==> config.mk <==
export PLATFORM = sky130hd
export DESIGN_NAME = ex_mem_skid_reg
export DESIGN_NICKNAME = d
export VERILOG_FILES = /design/src/rtl/ex_mem_skid_reg.sv
export SDC_FILE = /design/constraint.sdc
export NUM_CORES = 1
export LEC_CHECK = 0
export BUFFER_PORTS_ARGS = -buffer_cell sky130_fd_sc_hd__clkbuf_2
export CAP_MARGIN = 20
export CORE_UTILIZATION = 49
export DETAILED_ROUTE_END_ITERATION = 6
export PLACE_DENSITY = 0.75
export SYNTH_ARGS = -nofsm -noshare
export SYNTH_HDL_FRONTEND = slang
export SYNTH_SLANG_ARGS = --single-unit
==> constraint.sdc <==
create_clock -name clk -period 1.8 [get_ports clk]
set_clock_uncertainty 0.1 [all_clocks]
set_input_delay 0.54 -clock clk [delete_from_list [all_inputs] [get_ports clk]]
set_output_delay 0.54 -clock clk [all_outputs]
set_load 0.01 [all_outputs]
==> src/rtl/ex_mem_skid_reg.sv <==
// EX/MEM pipeline register with a one-entry skid buffer. The head feeds MEM and the forwarding unit,
// the skid entry absorbs one extra instruction. Optional stall counter: define EX_MEM_STALL_CNT_EN.
module ex_mem_skid_reg #(
  parameter int unsigned DATA_W = 32,
  parameter int unsigned REG_W  = 5
) (
  input  logic              clk,
  input  logic              rst_n,
  input  logic              flush,
  input  logic              ex_valid,
  output logic              ex_ready,
  input  logic [DATA_W-1:0] ex_alu_result,
  input  logic [DATA_W-1:0] ex_store_data,
  input  logic [REG_W-1:0]  ex_write_reg,
  input  logic              ex_reg_write,
  input  logic              ex_mem_read,
  input  logic              ex_mem_write,
  output logic              mem_valid,
  input  logic              mem_ready,
  output logic [DATA_W-1:0] exMem_alu_result,
  output logic [DATA_W-1:0] exMem_store_data,
  output logic [REG_W-1:0]  exMem_write_reg,
  output logic              exMem_reg_write,
  output logic              exMem_mem_read,
  output logic              exMem_mem_write,
  input  logic [REG_W-1:0]  decode_read_reg1,
  input  logic [REG_W-1:0]  decode_read_reg2,
  output logic              skid_hazard
`ifdef EX_MEM_STALL_CNT_EN
  ,
  output logic [15:0]       stall_cycles
`endif
);

  typedef struct packed {
    logic [DATA_W-1:0] alu_result;
    logic [DATA_W-1:0] store_data;
    logic [REG_W-1:0]  write_reg;
    logic              reg_write;
    logic              mem_read;
    logic              mem_write;
  } entry_t;

  logic   r_hv;
  logic   r_sv;
  entry_t r_head;
  entry_t r_skid;

  logic   w_hv_nxt;
  logic   w_sv_nxt;
  entry_t w_head_nxt;
  entry_t w_skid_nxt;
  entry_t w_in;
  logic   w_accept;
  logic   w_drain;

  assign w_in = {ex_alu_result, ex_store_data, ex_write_reg,
                 ex_reg_write, ex_mem_read, ex_mem_write};

  // ex_ready depends only on the skid valid bit, never on mem_ready
  assign ex_ready = ~r_sv;
  assign w_accept = ex_valid & ~r_sv;
  assign w_drain  = r_hv & mem_ready;

  // next-state: flush first, then skid move, then head load / skid fill
  always_comb begin
    w_hv_nxt   = r_hv;
    w_sv_nxt   = r_sv;
    w_head_nxt = r_head;
    w_skid_nxt = r_skid;
    if (flush) begin
      w_hv_nxt = 1'b0;
      w_sv_nxt = 1'b0;
    end else if (r_sv) begin
      if (w_drain) begin
        w_head_nxt = r_skid;
        w_sv_nxt   = 1'b0;
      end
    end else if (!r_hv || w_drain) begin
      if (w_accept) begin
        w_head_nxt = w_in;
        w_hv_nxt   = 1'b1;
      end else begin
        w_hv_nxt   = 1'b0;
      end
    end else if (w_accept) begin
      w_skid_nxt = w_in;
      w_sv_nxt   = 1'b1;
    end
  end

  always_ff @(posedge clk or negedge rst_n) begin
    if (!rst_n) begin
      r_hv   <= 1'b0;
      r_sv   <= 1'b0;
      r_head <= '0;
      r_skid <= '0;
    end else begin
      r_hv   <= w_hv_nxt;
      r_sv   <= w_sv_nxt;
      r_head <= w_head_nxt;
      r_skid <= w_skid_nxt;
    end
  end

  assign mem_valid        = r_hv;
  assign exMem_alu_result = r_head.alu_result;
  assign exMem_store_data = r_head.store_data;
  assign exMem_write_reg  = r_head.write_reg;
  assign exMem_reg_write  = r_hv & r_head.reg_write;
  assign exMem_mem_read   = r_hv & r_head.mem_read;
  assign exMem_mem_write  = r_hv & r_head.mem_write;

  // forwarding only sees the head, so a parked skid producer must stall decode
  assign skid_hazard = r_sv & r_skid.reg_write & (r_skid.write_reg != REG_W'(0)) &
                       ((r_skid.write_reg == decode_read_reg1) |
                        (r_skid.write_reg == decode_read_reg2));

`ifdef EX_MEM_STALL_CNT_EN
  localparam int unsigned CNT_W = 16;
  logic [CNT_W-1:0] r_stall_cnt;

  // saturating count of cycles MEM holds a valid head; only rst_n clears it
  always_ff @(posedge clk or negedge rst_n) begin
    if (!rst_n) begin
      r_stall_cnt <= '0;
    end else if (r_hv && !mem_ready && (r_stall_cnt != {CNT_W{1'b1}})) begin
      r_stall_cnt <= r_stall_cnt + CNT_W'(1);
    end
  end

  assign stall_cycles = r_stall_cnt;
`endif

endmodule

==> summary.md <==
| Metric | Value |
|---|---|
| RSZ-0062 raised after global routing | `yes` |
| Pins Over Slew Limit | `0` |
| DR iter-0 viols | `211` |
| Outcome | `finished with violations` |
| First-pass GRT wire length | `29700 um` |
| CTS clk-pin slew, worst paths | `60 ps` |
| Final cycle utilization of the critical path | `1.32` |
| Crit Path Max Fanout | `2` |
| Num CTS Buffers | `17` |
| Site Rows | `42` |
| CTS tree | `yes` |
| Min cycle time layout | `2380 ps` |
| Initial antenna violation count | `0` |
| Clk pwr share | `0.336` |
| Max-Cap Viols | `0` |
| Switch Pwr | `3270 uW` |
| # IOs | `162` |
| H-Tree Depth | `4` |
| Final hold viol count | `0` |
| Drt drc | `0` |
| Die Wd | `119 um` |
| WP data required | `1160 ps` |
| Cells after synthesis | `566` |
| DP Area | `7440 um^2` |
| Max VDD drop | `0.684 mV` |
| Max reg flops | `72` |
| Switch share | `0.281` |
| Synth Flop Type | `dfrtp_1` |
| Setup Total Neg Slack | `-21110 ps` |
| P&R area growth vs syn | `49.7%` |
| Share of cells above drive strength 1 | `0.644` |
| GPL Wtd Cong | `0.779` |
| Die Y | `119 um` |
| Post-route cell area | `10100 um^2` |
| Slew Limit Headroom | `0.714` |
| Post-synth EDFFs | `0` |
| Gr usage total | `0.275` |
| Final ANT Viol Nets | `0` |
| Combinational share of power | `0.261` |
| Reg2reg setup slack | `-260 ps` |
| Crit. End Element | `output port` |
| Post-synthesis cell type count | `23` |
| Clk Latency, worst-skew pair | `420 ps` |
| Clk buf depth | `2` |
| Multi-input gate area | `3330 um^2` |
| Cell area after synthesis | `6740 um^2` |
| Wire length per cell | `21.0 um` |
| Internal | `8360 uW` |
| Port-buffer cells | `161` |
| Register area share after synthesis | `0.542` |
| Initial Util | `0.505` |
| Synth Register Bits | `146` |
| Tightest Pin Transition | `417 ps` |
| Largest reg by FF count | `r_skid` |
| Place WS | `-272 ps` |
| Tightest Hold Check Type | `in -> reg` |
| Via count of the routed design | `4859` |
| Fillers | `823` |
| DP HPWL | `9580 um` |
| Leakage | `0.00438 uW` |
| Final setup fails | `149` |
| Post-layout power | `11600 uW` |
| P per Cell Area | `1150 nW/um^2` |
| Sequential power share | `0.403` |
| CTS Sinks | `146` |
| Max Clk Rate | `421 MHz` |
| Mean post-synth cell area | `11.9 um^2` |
| N_diodes | `0` |
| Synth warn | `0` |
| Fin nets | `808` |
| Layout Cells excl Fill | `909` |
| CP startpoint kind | `flip-flop` |
| Via-to-Cell Ratio | `5.35` |
| Grt total ovfl | `0` |
| Final WL | `19100 um` |
| Placed cell count | `830` |
| Total Die Area | `14200 um^2` |
| Violated checks | `setup timing` |
| Largest net degree at the start of global routing | `46` |
| FFs w/ async S/R, synth | `1.00` |
| Arr. time, crit path | `1740 ps` |
| First-pass DRT Iterations | `4` |
| Register area | `3660 um^2` |
| Worst Path Class, Setup | `reg -> out` |
| Vias in the first global route | `5531` |
| Final WS setup | `-576 ps` |
| Core Area | `13300 um^2` |
| CTS root buffer | `clkbuf_16` |
| Syn Nets | `653` |
==> layout by cell type (no fill, tap or decap), drive strengths merged, types with 3 or more instances in the layout <==
master,n
mux2i,72
dfrtp,146
buf,79
and2,3
nor2,72
xnor2,4
mux2,72
clkbuf,179
a21oi,75
clkinv,3
bufinv,5
xor2,6
==> critical path, cell delays in order, from the launching register on <==
cell	delay (ps)
dfrtp_1	380
or4_4	520
o211ai_1	210
a21oi_1	60
buf_2	140
==> metrics by stage <==
step	util	hold slack, ps
after floorplan	-	144
after global placement	0.558	318
after detailed placement	0.558	318
after CTS	0.742	249
after global routing	0.756	256
final	0.756	263
==> cell usage after synthesis, drive strengths merged (2+ instances only) <==
master / n / area, um^2
a21oi: 75 / 375
and2: 3 / 18.8
buf: 98 / 694
clkbuf: 4 / 15.0
dfrtp: 146 / 3650
inv: 2 / 7.51
mux2: 72 / 811
mux2i: 72 / 721
nand3: 2 / 10.0
nor2: 72 / 270
nor3: 2 / 10.0
xnor2: 4 / 35.0
xor2: 6 / 52.6
==> repair_timing <==
| item | in CTS | in global routing |
|---|---|---|
| endpoints found under the hold margin | 19 | 0 |
| endpoints found under the setup margin | 131 | 149 |
| gates resized for setup | 238 | 98 |
| cloned | 24 | 2 |
| hold buffers | 1 | 0 |
| pin swaps | 2 | 6 |
| setup buffers | 29 | 10 |
==> layer usage <==
metal  track usage  up-vias  part of all wire
met4         0.103        0             0.020
met2         0.495      127              0.56
met5             0        -                 0
li1              -     2194                 -
met3        0.0541       26             0.035
met1         0.324     2512              0.39
==> final cells by class <==
class                   count  share of cell area
flip-flops and latches    146               0.362
multi-input cells         316               0.330
repair buffers            238               0.220
clock buffers              21              0.0466
well taps                 176              0.0218
clock inverters            10              0.0178
inverters                   2            0.000744
==> power groups by stage <==
stage,Sequential [uW],Clock [uW],Combinational [uW]
finish,4680,3900,3040
global route,4760,4070,3250
CTS,4610,3930,2830
detailed placement,4560,0,1990
global placement,4500,0,1900
floorplan,4440,0,1630
==> worst paths after layout <==
path / from / endpoint / cells past startpoint
setup / recovery: r_skid[5]$_DFFE_PN0P_ / skid_hazard / 4
hold / removal: ex_alu_result[2] / r_skid[42]$_DFFE_PN0P_ / 2
setup reg to reg: r_sv$_DFF_PN0_ / exMem_store_data[12]$_DFFE_PN0P_ / 10
hold reg to reg: r_skid[34]$_DFFE_PN0P_ / r_skid[34]$_DFFE_PN0P_ / 1
max in group asynchronous: rst_n / exMem_alu_result[24]$_DFFE_PN0P_ / 3
min in group asynchronous: rst_n / exMem_store_data[3]$_DFFE_PN0P_ / 2
==> logic make-up (layout without fill, tap and decap cells) <==
family | count (synthesis) | count (layout) | synth area share
AOI/OAI and AO/OA | 79 | 79 | 0.0609
xor gates and xnor gates | 10 | 10 | 0.0130
and+or+nand+nor | 83 | 83 | 0.0508
DFF | 146 | 146 | 0.542
buffers and inverters | 104 | 271 | 0.106
muxes | 144 | 144 | 0.227
No activity file was read; power rests on OpenSTA's default activity.
